<file path="src/rtl/core_debug_cmd_responder.sv">
// Core-side debug command endpoint: halts, resumes and single-steps the core and performs
// register accesses while halted, answering every accepted command with one VALID pulse.
module core_debug_cmd_responder #(
    parameter int P_TARGET_NUM = 38,
    parameter int P_TIMEOUT    = 1023
) (
    input  logic        iCLOCK,
    input  logic        inRESET,
    input  logic        iDEBUG_CMD_REQ,
    output logic        oDEBUG_CMD_BUSY,
    input  logic [3:0]  iDEBUG_CMD_COMMAND,
    input  logic [11:0] iDEBUG_CMD_TARGET,
    input  logic [31:0] iDEBUG_CMD_DATA,
    output logic        oDEBUG_CMD_VALID,
    output logic        oDEBUG_CMD_ERROR,
    output logic [31:0] oDEBUG_CMD_DATA,
    output logic        oCORE_STOP_REQ,
    input  logic        iCORE_STOPPED,
    output logic        oCORE_STEP_REQ,
    input  logic        iCORE_STEP_DONE,
    output logic        oCORE_INTGO,
    output logic        oREG_REQ,
    output logic        oREG_RW,
    output logic [5:0]  oREG_ADDR,
    output logic [31:0] oREG_WDATA,
    input  logic        iREG_ACK,
    input  logic [31:0] iREG_RDATA
);

    typedef enum logic [2:0] {IDLE, STOP_WAIT, REG_WAIT, STEP_WAIT, RESP} state_t;

    localparam logic [3:0] CMD_READ  = 4'h0;
    localparam logic [3:0] CMD_WRITE = 4'h1;
    localparam logic [3:0] CMD_GO    = 4'h8;
    localparam logic [3:0] CMD_INTGO = 4'h9;
    localparam logic [3:0] CMD_STEP  = 4'hA;
    localparam logic [3:0] CMD_STOP  = 4'hF;

    localparam int          TW         = $clog2(P_TIMEOUT + 1);
    localparam logic [TW-1:0] TIMEOUT_M1 = TW'(P_TIMEOUT - 1);
    localparam logic [11:0] TARGET_NUM = 12'(P_TARGET_NUM);

    state_t        state_q, state_d;
    logic          halted_q, halted_d;
    logic          stop_req_q, stop_req_d;
    logic          step_req_q, step_req_d;
    logic          intgo_q, intgo_d;
    logic          reg_req_q, reg_req_d;
    logic          reg_rw_q, reg_rw_d;
    logic [5:0]    reg_addr_q, reg_addr_d;
    logic [31:0]   reg_wdata_q, reg_wdata_d;
    logic          valid_q, valid_d;
    logic          error_q, error_d;
    logic [31:0]   data_q, data_d;
    logic          busy_q, busy_d;
    logic [TW-1:0] timer_q, timer_d;

    logic cmd_known;
    logic target_ok;
    logic timed_out;

    assign cmd_known = (iDEBUG_CMD_COMMAND == CMD_READ) || (iDEBUG_CMD_COMMAND == CMD_WRITE) ||
                       (iDEBUG_CMD_COMMAND == CMD_GO)   || (iDEBUG_CMD_COMMAND == CMD_INTGO) ||
                       (iDEBUG_CMD_COMMAND == CMD_STEP) || (iDEBUG_CMD_COMMAND == CMD_STOP);
    // TARGET_NUM < 64, so this also rejects any nonzero TARGET[11:6]
    assign target_ok = iDEBUG_CMD_TARGET < TARGET_NUM;
    assign timed_out = timer_q == TIMEOUT_M1;

    always_comb begin
        state_d     = state_q;
        halted_d    = halted_q;
        stop_req_d  = stop_req_q;
        step_req_d  = 1'b0;
        intgo_d     = 1'b0;
        reg_req_d   = reg_req_q;
        reg_rw_d    = reg_rw_q;
        reg_addr_d  = reg_addr_q;
        reg_wdata_d = reg_wdata_q;
        valid_d     = 1'b0;
        error_d     = 1'b0;
        data_d      = 32'h0;
        timer_d     = timer_q;

        case (state_q)
            IDLE: begin
                if (iDEBUG_CMD_REQ) begin
                    timer_d = '0;
                    state_d = RESP;
                    valid_d = 1'b1;
                    if (!cmd_known || !target_ok) begin
                        error_d = 1'b1;
                    end else begin
                        case (iDEBUG_CMD_COMMAND)
                            CMD_GO, CMD_INTGO: begin
                                stop_req_d = 1'b0;
                                halted_d   = 1'b0;
                                intgo_d    = iDEBUG_CMD_COMMAND == CMD_INTGO;
                            end
                            CMD_STOP: begin
                                if (!halted_q) begin
                                    stop_req_d = 1'b1;
                                    valid_d    = 1'b0;
                                    state_d    = STOP_WAIT;
                                end
                            end
                            CMD_READ, CMD_WRITE: begin
                                if (!halted_q) begin
                                    error_d = 1'b1;
                                end else begin
                                    valid_d     = 1'b0;
                                    state_d     = REG_WAIT;
                                    reg_req_d   = 1'b1;
                                    reg_rw_d    = iDEBUG_CMD_COMMAND == CMD_WRITE;
                                    reg_addr_d  = iDEBUG_CMD_TARGET[5:0];
                                    reg_wdata_d = (iDEBUG_CMD_COMMAND == CMD_WRITE) ? iDEBUG_CMD_DATA : 32'h0;
                                end
                            end
                            default: begin
                                if (!halted_q) begin
                                    error_d = 1'b1;
                                end else begin
                                    valid_d    = 1'b0;
                                    state_d    = STEP_WAIT;
                                    step_req_d = 1'b1;
                                end
                            end
                        endcase
                    end
                end
            end
            // Acknowledge takes priority over a timeout on the same edge
            STOP_WAIT: begin
                if (iCORE_STOPPED) begin
                    halted_d = 1'b1;
                    valid_d  = 1'b1;
                    state_d  = RESP;
                end else if (timed_out) begin
                    stop_req_d = 1'b0;
                    valid_d    = 1'b1;
                    error_d    = 1'b1;
                    state_d    = RESP;
                end else begin
                    timer_d = timer_q + TW'(1);
                end
            end
            REG_WAIT: begin
                if (iREG_ACK) begin
                    reg_req_d = 1'b0;
                    valid_d   = 1'b1;
                    data_d    = reg_rw_q ? 32'h0 : iREG_RDATA;
                    state_d   = RESP;
                end else if (timed_out) begin
                    reg_req_d = 1'b0;
                    valid_d   = 1'b1;
                    error_d   = 1'b1;
                    state_d   = RESP;
                end else begin
                    timer_d = timer_q + TW'(1);
                end
            end
            STEP_WAIT: begin
                if (iCORE_STEP_DONE) begin
                    valid_d = 1'b1;
                    state_d = RESP;
                end else if (timed_out) begin
                    valid_d = 1'b1;
                    error_d = 1'b1;
                    state_d = RESP;
                end else begin
                    timer_d = timer_q + TW'(1);
                end
            end
            RESP: begin
                state_d = IDLE;
            end
            default: begin
                state_d = IDLE;
            end
        endcase

        busy_d = state_d != IDLE;
    end

    always_ff @(posedge iCLOCK) begin
        if (!inRESET) begin
            state_q     <= IDLE;
            halted_q    <= 1'b0;
            stop_req_q  <= 1'b0;
            step_req_q  <= 1'b0;
            intgo_q     <= 1'b0;
            reg_req_q   <= 1'b0;
            reg_rw_q    <= 1'b0;
            reg_addr_q  <= 6'h0;
            reg_wdata_q <= 32'h0;
            valid_q     <= 1'b0;
            error_q     <= 1'b0;
            data_q      <= 32'h0;
            busy_q      <= 1'b0;
            timer_q     <= '0;
        end else begin
            state_q     <= state_d;
            halted_q    <= halted_d;
            stop_req_q  <= stop_req_d;
            step_req_q  <= step_req_d;
            intgo_q     <= intgo_d;
            reg_req_q   <= reg_req_d;
            reg_rw_q    <= reg_rw_d;
            reg_addr_q  <= reg_addr_d;
            reg_wdata_q <= reg_wdata_d;
            valid_q     <= valid_d;
            error_q     <= error_d;
            data_q      <= data_d;
            busy_q      <= busy_d;
            timer_q     <= timer_d;
        end
    end

    assign oDEBUG_CMD_BUSY  = busy_q;
    assign oDEBUG_CMD_VALID = valid_q;
    assign oDEBUG_CMD_ERROR = error_q;
    assign oDEBUG_CMD_DATA  = data_q;
    assign oCORE_STOP_REQ   = stop_req_q;
    assign oCORE_STEP_REQ   = step_req_q;
    assign oCORE_INTGO      = intgo_q;
    assign oREG_REQ         = reg_req_q;
    assign oREG_RW          = reg_rw_q;
    assign oREG_ADDR        = reg_addr_q;
    assign oREG_WDATA       = reg_wdata_q;

endmodule

</file>
<file path="config.mk">
export PLATFORM = sky130hd
export DESIGN_NAME = core_debug_cmd_responder
export DESIGN_NICKNAME = d
export VERILOG_FILES = /design/src/rtl/core_debug_cmd_responder.sv
export SDC_FILE = /design/constraint.sdc
export NUM_CORES = 1
export LEC_CHECK = 0
export CAP_MARGIN = 25
export CORE_MARGIN = 1
export CORE_UTILIZATION = 40
export DETAILED_ROUTE_END_ITERATION = 10
export PLACE_DENSITY_LB_ADDON = 0.12
export REMOVE_ABC_BUFFERS = 1
export SLEW_MARGIN = 20
export SYNTH_ARGS = -nofsm -noshare
export SYNTH_HDL_FRONTEND = slang
export SYNTH_SLANG_ARGS = --single-unit
</file>
<file path="constraint.sdc">
create_clock -name iCLOCK -period 3.5 [get_ports iCLOCK]
set_input_delay 1.05 -clock iCLOCK [delete_from_list [all_inputs] [get_ports iCLOCK]]
set_output_delay 1.05 -clock iCLOCK [all_outputs]
set_load 0.005 [all_outputs]
</file>
==> results of run 1 <==
## synth_stat cells, types with 2 or more instances
cell	n	share of area, %
a21oi_1	5	0.76
nor3_1	5	0.76
nor2_1	18	2.0
nor2b_1	10	1.9
a22o_1	32	8.5
or3_1	3	0.57
and3_1	4	0.76
mux2i_1	11	3.3
xnor2_1	2	0.53
a41oi_1	2	0.53
a22oi_1	2	0.45
buf_6	7	2.4
clkbuf_1	9	1.0
nand3b_1	2	0.45
dfxtp_1	92	56
ha_1	2	0.76
xor2_1	7	1.9
and2_1	36	6.8
nand3_1	11	1.7
o21ai_0	6	0.91
inv_1	5	0.57
nand4_1	6	1.1
nand2_1	10	1.1
## state kept, by name, summed over array words and instances (netlist names)
signal,cells
oDEBUG_CMD_VALID,1
oDEBUG_CMD_ERROR,1
oCORE_STOP_REQ,1
oREG_WDATA,32
state_q,3
oDEBUG_CMD_DATA,32
oDEBUG_CMD_BUSY,1
oCORE_INTGO,1
halted_q,1
oCORE_STEP_REQ,1
oREG_RW,1
oREG_REQ,1
oREG_ADDR,6
timer_q,10
## worst max-delay path, delay by kind of cell
kind            cells  cell delay [ns]
compound gates      2             0.74
buf+inv             2             0.63
simple gates        3             0.87
## layer usage
| layer | GRT usage [%] | vias to the layer above | routed length (um) |
|---|---|---|---|
| met5 | 0 | - | 0 |
| met4 | 6.795 | 0 | 161 |
| met3 | 7.307 | 15 | 709 |
| met2 | 32.84 | 136 | 4043 |
| met1 | 23.68 | 1322 | 3492 |
| li1 | - | 1403 | - |
## power by group through the flow
| stage | Combinational [mW] | Clock [mW] | Sequential (mW) |
|---|---|---|---|
| after floorplan | 0.0337 | 0 | 1.08 |
| after global placement | 0.154 | 0 | 1.08 |
| after detailed placement | 0.156 | 0 | 1.08 |
| after CTS | 0.157 | 0.756 | 1.05 |
| after global routing | 0.168 | 0.797 | 1.06 |
| final | 0.156 | 0.730 | 1.05 |
## per-stage QoR
step | area, um^2 | power, mW
final | 5214 | 1.940
after global routing | 5214 | 2.021
after CTS | 5214 | 1.966
after detailed placement | 5010 | 1.234
after global placement | 5010 | 1.232
after floorplan | 3188 | 1.112
## area by class of cell
class / instances / share of cell area (%)
inverters: 5 / 0.3600
repair buffers: 169 / 32.40
clock buffers: 9 / 2.376
flip-flops and latches: 92 / 35.33
clock inverters: 7 / 1.536
well taps: 102 / 2.448
multi-input cells: 193 / 25.56
## logic make-up after synthesis
| family | share of synthesized area [%] |
|---|---|
| AOI/OAI and AO/OA | 14.86 |
| adders and majority gates | 0.7563 |
| xor gates and xnor gates | 2.383 |
| muxes | 3.328 |
| buffers and inverters | 4.198 |
| DFF | 55.67 |
| and+or+nand+nor | 18.80 |
## path summary, 6_finish.rpt
kind              slack, ns             startpoint        endpoint
hold reg to reg        0.49          oREG_WDATA[2]   oREG_WDATA[2]
hold / removal         0.49          oREG_WDATA[2]   oREG_WDATA[2]
setup reg to reg       1.60             state_q[0]  oREG_WDATA[27]
setup / recovery       0.46  iDEBUG_CMD_TARGET[11]  oREG_WDATA[27]
==> out/results.ini, run 1 <==
[cts]
cts-root-buf = clkbuf_8
cts_tree = built
cts_sinks = 92
ctsHoldBuffers = 0
cts_resized = 0
clock_latency_ns = 0.36
clk_pin_slew_ns = 0.10
clockBufferDepth = 2
cts_made_buffers = 9
postCtsSetupBuffers = 0
cts_htree_levels = 3

[placement]
placedCellCount = 561
portBuffers = 163
place_hpwl_mm = 6.335
preCtsSetupSlack_ns = 0.07163
gpl.final_weighted_congestion = 0.9074

[timing]
rsz0062_at_grt = false
max_freq_mhz = 329.2
drv_slew = 0
period_share_pct = 86.80
holdWs_ns = 0.4868
timing.final.crit_period_ns = 3.038
finalHoldViolCount = 0
tns_ns = 0
skew_ns = 0.01460
setup_viol_count_final = 0
slew_headroom_pct = 70.40
finalWorstSetupSlack_ns = 0.4621
worst_slew_pin_slew_ns = 0.4407

[layout]
layout_common_cells = clkdlybuf4s50_1, dfxtp_1, and2_1, a22o_1, nor2_1
nFillCells = 656
final_core_util_pct = 66.44
seq_area_um2 = 1842
n_antenna_cell = 0
multi_input_area_um2 = 1333
final_common_cell = clkdlybuf4s50_1
layout-drive-gt1-share_pct = 5.895
fin_cells = 577
nets = 558
syn_to_final_growth_pct = 57.60

[logic_synthesis]
yosysUniqueCellTypes = 43
synthFlopType = dfxtp_1
synthArstFlopShare_pct = 0
ys_ff_latch = 92
yosysSeqAreaShare_pct = 55.67
synth.avg_cell_area_um2 = 10.78
synth_cells = 307
synth_edf_count = 0
synthesis.area_um2 = 3308
ys_warn_count = 0

[die]
io_pins = 164
fp.dieH_um = 92.94
start_util_pct = 42.16
rows = 32
die_x_um = 92.94
dieArea_um2 = 8638
core_area_um2 = 7848

[worst_setup_path]
rr_worst_depth = 6
critical_path_class = in -> reg
cpPeakStageDelay_ns = 0.54
critPathLaunchType = primary input
cp_slowest_cell = or4_4
cp-end-kind = register
critPathRequiredTime_ns = 3.76
path_cells = clkdlybuf4s50_1, or4_4, a2111oi_4, nand3_1, and2_1, buf_4, a22o_1
crit_fanout = 32
arrival_ns = 3.30

[global_route]
grt_pass1_vias = 2783
grtUsageTotal_pct = 19.87
grt_overflow = 0
grt_max_degree = 33
antenna_found_initial = 0
grt_pass1_wl_mm = 13.35

[detailed_routing]
detail-route-antenna-nets = 0
vias = 2876
viasPerCell = 4.984
route.detailed.drc = 0
wl_per_cell_um = 14.57
drtIter0Drc = 135
first_pass_iters = 4
drt-total-wl_mm = 8.405

[power_and_ir_drop]
pwr-share-clk_pct = 37.6
p_switching_uw = 445.0
ir_worst_vdd_mv = 0.3654
seqPwrFrac_pct = 54.3
p_int_mw = 1.495
p_leak_nw = 1.975
p_comb_share_pct = 8.0
swShare_pct = 22.94
p_per_area_nw_per_um2 = 372.1

[hold_path]
whs_path_depth = 1
hold_path.class = reg -> reg

[run_status]
status = finished, final reports clean

[run]
drv_cap = 0

Note: power is estimated with default switching activity, not from simulation.
==> run 2, diff against run 1 <==
--- a/config.mk
+++ b/config.mk
@@ -7,10 +7,12 @@
 export LEC_CHECK = 0
 export CAP_MARGIN = 25
 export CORE_MARGIN = 1
-export CORE_UTILIZATION = 40
+export CORE_UTILIZATION = 60
 export DETAILED_ROUTE_END_ITERATION = 10
+export DONT_BUFFER_PORTS = 1
 export PLACE_DENSITY_LB_ADDON = 0.12
 export REMOVE_ABC_BUFFERS = 1
+export SKIP_LAST_GASP = 1
 export SLEW_MARGIN = 20
 export SYNTH_ARGS = -nofsm -noshare
 export SYNTH_HDL_FRONTEND = slang
==> out/results.ini, run 2 (same netlist as run 1, synthesis figures left out) <==
[run_status]
status = finished, final reports clean  ; unchanged

[layout]
n_antenna_cell = 0  ; unchanged
layout-drive-gt1-share_pct = 8.710  ; was 5.895%
layout_common_cells = dfxtp_1, and2_1, a22o_1, nor2_1  ; was clkdlybuf4s50_1, dfxtp_1, and2_1, a22o_1, nor2_1
fin_cells = 380  ; was 577
nets = 393  ; was 558
final_common_cell = dfxtp_1  ; was clkdlybuf4s50_1
finalInstanceArea_um2 = 3501  ; was 5214 um^2
syn_to_final_growth_pct = 5.825  ; was 57.60%
final_core_util_pct = 67.26  ; was 66.44%

[worst_setup_path]
startpoint = iDEBUG_CMD_TARGET[11]  ; unchanged
r2r_setup_slack_ns = 1.42  ; was 1.60 ns
arrival_ns = 3.04  ; was 3.30 ns
rr_worst_depth = 7  ; was 6
r2r-end = oREG_WDATA[25]  ; was oREG_WDATA[27]
critPathRequiredTime_ns = 3.79  ; was 3.76 ns
crit_fanout = 32  ; unchanged
endpoint = oREG_WDATA[25]  ; was oREG_WDATA[27]
critical_path_class = in -> reg  ; unchanged
r2r-start = state_q[0]  ; unchanged
critPathLaunchType = primary input  ; unchanged
cp-end-kind = register  ; unchanged

[timing]
worst_slew_pin_slew_ns = 0.5880  ; was 0.4407 ns
max_freq_mhz = 363.8  ; was 329.2 MHz
holdWs_ns = 0.5182  ; was 0.4868 ns
skew_ns = 0.009298  ; was 0.01460 ns
setup_viol_count_final = 0  ; unchanged
finalWorstSetupSlack_ns = 0.7510  ; was 0.4621 ns
rsz0062_at_grt = false  ; unchanged
tns_ns = 0  ; unchanged
timing.final.crit_period_ns = 2.749  ; was 3.038 ns
drv_slew = 0  ; unchanged
finalHoldViolCount = 0  ; unchanged
slew_headroom_pct = 60.80  ; was 70.40%
period_share_pct = 78.54  ; was 86.80%

[die]
io_pins = 164  ; unchanged
core_area_um2 = 5205  ; was 7848 um^2
fp.dieH_um = 76.26  ; was 92.94 um
die_x_um = 76.26  ; was 92.94 um
dieArea_um2 = 5815  ; was 8638 um^2
start_util_pct = 63.56  ; was 42.16%
rows = 26  ; was 32

[cts]
cts_made_buffers = 9  ; unchanged
ctsHoldBuffers = 0  ; unchanged
clk_pin_slew_ns = 0.09  ; was 0.10 ns
postCtsSetupBuffers = 0  ; unchanged
cts_tree = built  ; unchanged
clockBufferDepth = 2  ; unchanged
cts_htree_levels = 3  ; unchanged
cts_resized = 0  ; unchanged
clock_latency_ns = 0.35  ; was 0.36 ns
cts-root-buf = clkbuf_8  ; unchanged
cts_sinks = 92  ; unchanged

[detailed_routing]
detail-route-antenna-nets = 0  ; unchanged
drtIter0Drc = 157  ; was 135
first_pass_iters = 4  ; unchanged
vias = 2206  ; was 2876
wl_per_cell_um = 17.18  ; was 14.57 um
drt-total-wl_mm = 6.529  ; was 8.405 mm
viasPerCell = 5.805  ; was 4.984
route.detailed.drc = 0  ; unchanged

[power_and_ir_drop]
p_per_area_nw_per_um2 = 504.0  ; was 372.1 nW/um^2
ir_worst_vdd_mv = 0.3439  ; was 0.3654 mV
p_leak_nw = 1.363  ; was 1.975 nW
power.total_mw = 1.765  ; was 1.940 mW

[global_route]
grtUsageTotal_pct = 21.65  ; was 19.87%
grt_max_degree = 33  ; unchanged
grt_overflow = 0  ; unchanged
grt_pass1_vias = 1942  ; was 2783
grt_pass1_wl_mm = 9.715  ; was 13.35 mm
antenna_found_initial = 0  ; unchanged

[placement]
place_hpwl_mm = 4.714  ; was 6.335 mm
placed_cell_area_um2 = 3311  ; was 5010 um^2
preCtsSetupSlack_ns = 0.2032  ; was 0.07163 ns
portBuffers = 0  ; was 163
gpl.final_weighted_congestion = 0.8638  ; was 0.9074
placedCellCount = 364  ; was 561

[hold_path]
hold_path.class = reg -> reg  ; unchanged

[run]
drv_cap = 0  ; unchanged

-- run 2: cell count changes in the layout (fill, tap and decap cells not counted), sizes merged --
cell / before / now
buf: 6 / 4
bufinv: 1 / 0
clkdlybuf4s50: 163 / 0
clkinv: 1 / 2
clkinvlp: 1 / 0
inv: 9 / 10
-- run 2: where the power goes --
group / leakage (nW) / switching (mW) / total [mW] / internal [mW]
Sequential: 0.742 / 0.00444 / 1.06 / 1.05
Combinational: 0.521 / 0.0272 / 0.0436 / 0.0164
Clock: 0.0999 / 0.388 / 0.666 / 0.278
-- run 2: area by class of cell --
| cell class | instances | area, um^2 |
|---|---|---|
| flip-flops and latches | 92 | 1842 |
| fillers | 409 | 1704 |
| multi-input cells | 193 | 1334 |
| clock buffers | 9 | 123.9 |
| well taps | 70 | 87.58 |
| clock inverters | 7 | 65.06 |
| repair buffers | 4 | 30.03 |
| inverters | 5 | 18.77 |
-- run 2: routing by layer --
metal / vias to the layer above / routed length [um] / GRT usage (%)
met5: - / 0 / 0
met3: 15 / 518 / 7.066
li1: 1074 / - / -
met1: 991 / 2739 / 25.41
met2: 126 / 3151 / 36.04
met4: 0 / 119 / 9.615
-- run 2: worst min path at each step --
stage | from | end | slack (ns) | depth (start not counted)
2_1_floorplan | oREG_REQ | oREG_REQ | 0.47 | 2
3_3_place_gp | oREG_WDATA[29] | oREG_WDATA[29] | 0.49 | 1
3_5_place_dp | oREG_WDATA[9] | oREG_WDATA[9] | 0.49 | 1
4_1_cts | oREG_WDATA[8] | oREG_WDATA[8] | 0.52 | 1
5_1_grt | oREG_WDATA[8] | oREG_WDATA[8] | 0.52 | 1
6_report | oREG_WDATA[9] | oREG_WDATA[9] | 0.52 | 1
-- run 2: worst max-delay path, cell delays in order --
cell and delay [ns]:
or4_4 0.53, a2111oi_4 0.47, nand3_1 0.15, buf_4 0.22
nor2_4 0.10, buf_4 0.31, a22o_1 0.19
==> RTL change 1: new RTL, flow settings as in run 2 <==
`P_TIMEOUT`: 1023 -> 255.
--- a/src/rtl/core_debug_cmd_responder.sv
+++ b/src/rtl/core_debug_cmd_responder.sv
@@ -3,5 +3,5 @@
 module core_debug_cmd_responder #(
     parameter int P_TARGET_NUM = 38,
-    parameter int P_TIMEOUT    = 1023
+    parameter int P_TIMEOUT    = 255
 ) (
     input  logic        iCLOCK,
Behaviour: no difference found for any inputs over 10 cycles, from zero or initial values and one cycle with inRESET low; that may be too few to reach the edited logic, so the function may still have changed.
==> RTL change 1 against run 2 <==
- maximum frequency grew 8.1%
- synthesized area shrank 0.98%
- total power grew 0.72%
- routed wire length shrank 2.6%
- design area shrank 0.39%
- clock power grew 5.9%
- count of clock-buffer cells in the layout grew 1
- critical path type unchanged
- sequential share of layout area shrank 0.94 points
- critical path depth shrank 2
- sequential cell count shrank 2
- worst setup slack gained 0.21 ns
- largest power group unchanged
- first-iteration DRC count grew 8.9%
==> RTL change 1: results (changes against run 2) <==
[outcome]
status = completed

[sta]
finClkSkew_ns = 0.00857  ; -0.000727 ns
max_clock_freq_ghz = 0.393  ; +8.1%
hold_slack_ns = 0.494  ; -0.0242 ns

[route]
dr_wl_met2_microns = 2900  ; -7.9%
first_iter_violations = 171  ; +8.9%
wl_met3_microns = 564  ; +8.9%
routed_wl_microns = 6360  ; -2.6%
avgViaCountPerCell = 5.84  ; +0.51%
wl_met1_microns = 2790  ; +1.7%

[placement]
place_inst = 360  ; -1.1%
place_area_sq_um = 3290  ; -0.72%
gp_congestion = 0.872  ; +0.90%
dp_hpwl_microns = 4630  ; -1.7%

[critical_path]
timing.rr.end = oREG_WDATA[6]
ff2ff_path_depth = 5  ; -2
regToRegSetupSlack_ns = 1.12  ; -0.30 ns
r2r-start = state_q[1]
slowest_delay_ns = 0.48  ; -0.05 ns

[final_layout]
fin_nets = 389  ; -1.0%
layout.cells.non_filler = 376  ; -1.1%
drive_gt1_share_pct = 8.82  ; +0.11 points
n_fill_cell = 408  ; -0.24%

[power]
irDropWorstVdd_uv = 470  ; +37%
intPower_mw = 1.38  ; +2.9%

[global_routing]
grt_pass1_vias = 1958  ; +0.82%
globalRouteMet2Util_pct = 33.3  ; -2.7 points
grt_usage_pct = 20.7  ; -0.98 points
met1_usage_pct = 25.2  ; -0.22 points
grtUsageMet3_pct = 6.08  ; -0.98 points
grt_pass1_wl_microns = 8710  ; -10%

[hold_path]
min_from = oREG_REQ
holdPathEnd = oREG_REQ

[logic_synthesis]
netlist_top_cells_area = dfxtp_1 55%, a22o_1 8.6%, and2_1 6.5%
ys_seq_area_share_pct = 55.0  ; -0.67 points
synth_compound_area_share_pct = 15.4  ; +0.57 points
yosys-top-cells-count = 90 x dfxtp_1, 34 x and2_1, 32 x a22o_1
synthAdderAreaFrac_pct = 0.764  ; +0.0075 points
syn_inst = 306  ; -0.33%

RTL change 1: cell count changes in the layout (fill, tap and decap cells not counted), moves of 3 or more:
cell and delta:
nand3_1 -6, nand4b_1 +5, nor2_1 -4, nor3_1 -4
inv_1 +3, inv_8 -3
RTL change 1: worst max path at each step:
| stage | endpoint | start | depth (start not counted) |
|---|---|---|---|
| after global placement | oREG_WDATA[16] | iDEBUG_CMD_REQ | 5 |
| after detailed placement | oREG_WDATA[6] | iDEBUG_CMD_REQ | 5 |
| after floorplan | oREG_WDATA[0] | iDEBUG_CMD_REQ | 5 |
| final | oREG_WDATA[6] | iDEBUG_CMD_REQ | 5 |
| after CTS | oREG_WDATA[6] | iDEBUG_CMD_REQ | 5 |
| after global routing | oREG_WDATA[6] | iDEBUG_CMD_REQ | 6 |
RTL change 1: power by group through the flow:
stage               clock network (mW)  registers (mW)  logic, mW
floorplan                            0            1.05     0.0343
global placement                     0            1.05     0.0406
detailed placement                   0            1.05     0.0412
CTS                              0.719            1.03     0.0417
global route                     0.757            1.03     0.0462
finish                           0.705            1.03     0.0416
RTL change 1: area by class of cell:
| class | count | area (sq um) | share of cell area [%] |
|---|---|---|---|
| sequential | 90 | 1800 | 51.7 |
| multi-input combinational | 189 | 1350 | 38.6 |
| clock buffer | 10 | 128 | 3.66 |
| tap | 70 | 87.6 | 2.51 |
| clock inverter | 6 | 72.6 | 2.08 |
| inverter | 8 | 30.0 | 0.861 |
| timing repair buffer | 3 | 22.5 | 0.646 |
RTL change 1: cells by family after synthesis:
kind of cell,Yosys count
xor gates and xnor gates,6
buffers and inverters,27
and+or+nand+nor,109
AOI/OAI and AO/OA,62
adders and majority gates,2
muxes,10
DFF,90
RTL change 1: critical path: cells and delay by family:
kind / cells / cell delay [ns]
simple gates: 3 / 0.97
compound gates: 2 / 0.75
==> RTL change 2: new RTL, settings of run 2 <==
Made on the original files. Take the reset off `reg_addr_q`, `reg_wdata_q` and `data_q` and load them in a clocked block of their own.
--- a/src/rtl/core_debug_cmd_responder.sv
+++ b/src/rtl/core_debug_cmd_responder.sv
@@ -191,9 +191,6 @@
             reg_req_q   <= 1'b0;
             reg_rw_q    <= 1'b0;
-            reg_addr_q  <= 6'h0;
-            reg_wdata_q <= 32'h0;
             valid_q     <= 1'b0;
             error_q     <= 1'b0;
-            data_q      <= 32'h0;
             busy_q      <= 1'b0;
             timer_q     <= '0;
@@ -206,12 +203,15 @@
             reg_req_q   <= reg_req_d;
             reg_rw_q    <= reg_rw_d;
-            reg_addr_q  <= reg_addr_d;
-            reg_wdata_q <= reg_wdata_d;
             valid_q     <= valid_d;
             error_q     <= error_d;
-            data_q      <= data_d;
             busy_q      <= busy_d;
             timer_q     <= timer_d;
         end
+    end
+
+    always_ff @(posedge iCLOCK) begin
+        reg_addr_q  <= reg_addr_d;
+        reg_wdata_q <= reg_wdata_d;
+        data_q      <= data_d;
     end
 
Behaviour: differs if inRESET is asserted again (counterexample within 10 cycles, from zero or initial values and one cycle with inRESET low); with inRESET held inactive, the same outputs for 10 cycles.
==> RTL change 2 against run 2 <==
- design area increased by 7.8%
- routed wire length increased by 4.7%
- total power increased by 3.1%
- count of clock-buffer cells in the layout unchanged
- sequential share of layout area increased by 6.3 points
- synthesized area increased by 5.6%
- sequential cell count unchanged
- worst setup slack improved by 0.29 ns
- global-route usage increased by 0.89 points
==> RTL change 2: results (changes against run 2) <==
[logic_synthesis]
ys_types = 48  ; +12%
synth-edff-count = 38  ; +38
syn_area_per_cell_sq_um = 11.9  ; +11%
yosys-top-cells-count = 67 x and2_1, 54 x dfxtp_1, 38 x edfxtp_1
netlist_top_cells_area = edfxtp_1 33%, dfxtp_1 31%, and2_1 12%
ys_seq_area_share_pct = 63.6  ; +7.9 points

[critical_path]
crit_fanout = 28  ; -13%
timing.rr.end = oCORE_STOP_REQ
critPathCapture = oREG_RW
arrival_ns = 2.72  ; -0.32 ns
worst_path_max_delay_cell = or4_4
slowest_delay_ns = 0.53  ; about the same
r2r-start = timer_q[0]
regToRegSetupSlack_ns = 1.26  ; -0.16 ns

[placement]
pre_cts_slack_ns = 0.660  ; +0.457 ns
dp_hpwl_microns = 5120  ; +8.6%
gp_congestion = 0.824  ; -4.6%
place_inst = 356  ; -2.2%
place_area_sq_um = 3590  ; +8.4%
port_buffers = 0  ; unchanged

[global_routing]
grt_usage_pct = 22.5  ; +0.89 points
grt_pass1_vias = 2021  ; +4.1%
grt_pass1_wl_microns = 10300  ; +5.6%

[clocking]
clock_path_buffers = 2  ; unchanged
numCtsBuffers = 9  ; unchanged
htreeDepth = 3  ; unchanged
cts.clk_slew.worst_paths_ns = 0.09  ; about the same

[floorplan]
die_x_microns = 78.3  ; +2.7%

[final_layout]
fin_nets = 383  ; -2.5%
layout.cells.non_filler = 372  ; -2.1%
drive_gt1_share_pct = 11.7  ; +3.0 points

[route]
first_iter_violations = 82  ; -48%
routed_wl_microns = 6830  ; +4.7%
vias = 2155  ; -2.3%

[sta]
max_clock_freq_ghz = 0.406  ; +12%
worst_pin_slew_ns = 0.595  ; +0.00718 ns
finClkSkew_ns = 0.0112  ; +0.00195 ns

[hold_path]
min_from = timer_q[5]
min_path_cells = 2  ; +1

[power]
p_leak_nw = 1.36  ; -0.15%
irDropWorstVdd_uv = 352  ; +2.5%

[outcome]
status = completed

-- RTL change 2: routing by layer --
layer  share of wire, %  routed length, microns  track usage (%)
met5                  0                       0                0
met1                 40                    2710             25.3
met4                2.4                     163             11.9
met3                7.3                     499             6.74
met2                 51                    3460             38.6
-- RTL change 2: kinds of logic (layout without fill, tap and decap cells) --
group | Yosys count | after routing | share of synthesized area [%]
xor+xnor | 2 | 2 | 0.502
fa+ha+maj | 2 | 2 | 0.716
compound gates | 37 | 37 | 8.27
mux | 4 | 4 | 1.15
flops | 92 | 92 | 63.6
buf+inv | 18 | 25 | 2.04
simple gates | 138 | 138 | 23.7
-- RTL change 2: worst min path at each step --
stage                           endpoint  slack [ns]
final                         timer_q[5]        0.50
after global placement        timer_q[9]        0.48
after detailed placement      timer_q[9]        0.49
after CTS                     timer_q[9]        0.50
after floorplan           oCORE_STOP_REQ        0.45
after global routing          timer_q[5]        0.52
-- RTL change 2: worst max-delay path, delay by kind of cell --
| kind | cells | cell delay, ns |
|---|---|---|
| simple gates | 3 | 0.92 |
| compound gates | 1 | 0.34 |
| mux | 1 | 0.21 |
| buf+inv | 1 | 0.20 |
-- RTL change 2: cell type report --
type | count | area (sq um)
Timing Repair Buffer | 5 | 50.0
Sequential cell | 92 | 2220
Clock inverter | 7 | 60.1
Inverter | 4 | 15.0
Clock buffer | 9 | 124
Multi-Input combinational cell | 183 | 1210
Tap cell | 72 | 90.1
Fill cell | 419 | 1800
-- RTL change 2: power by group --
group	switching (mW)	internal, mW
Clock	0.389	0.273
Sequential	0.00391	1.11
Combinational	0.0226	0.0177
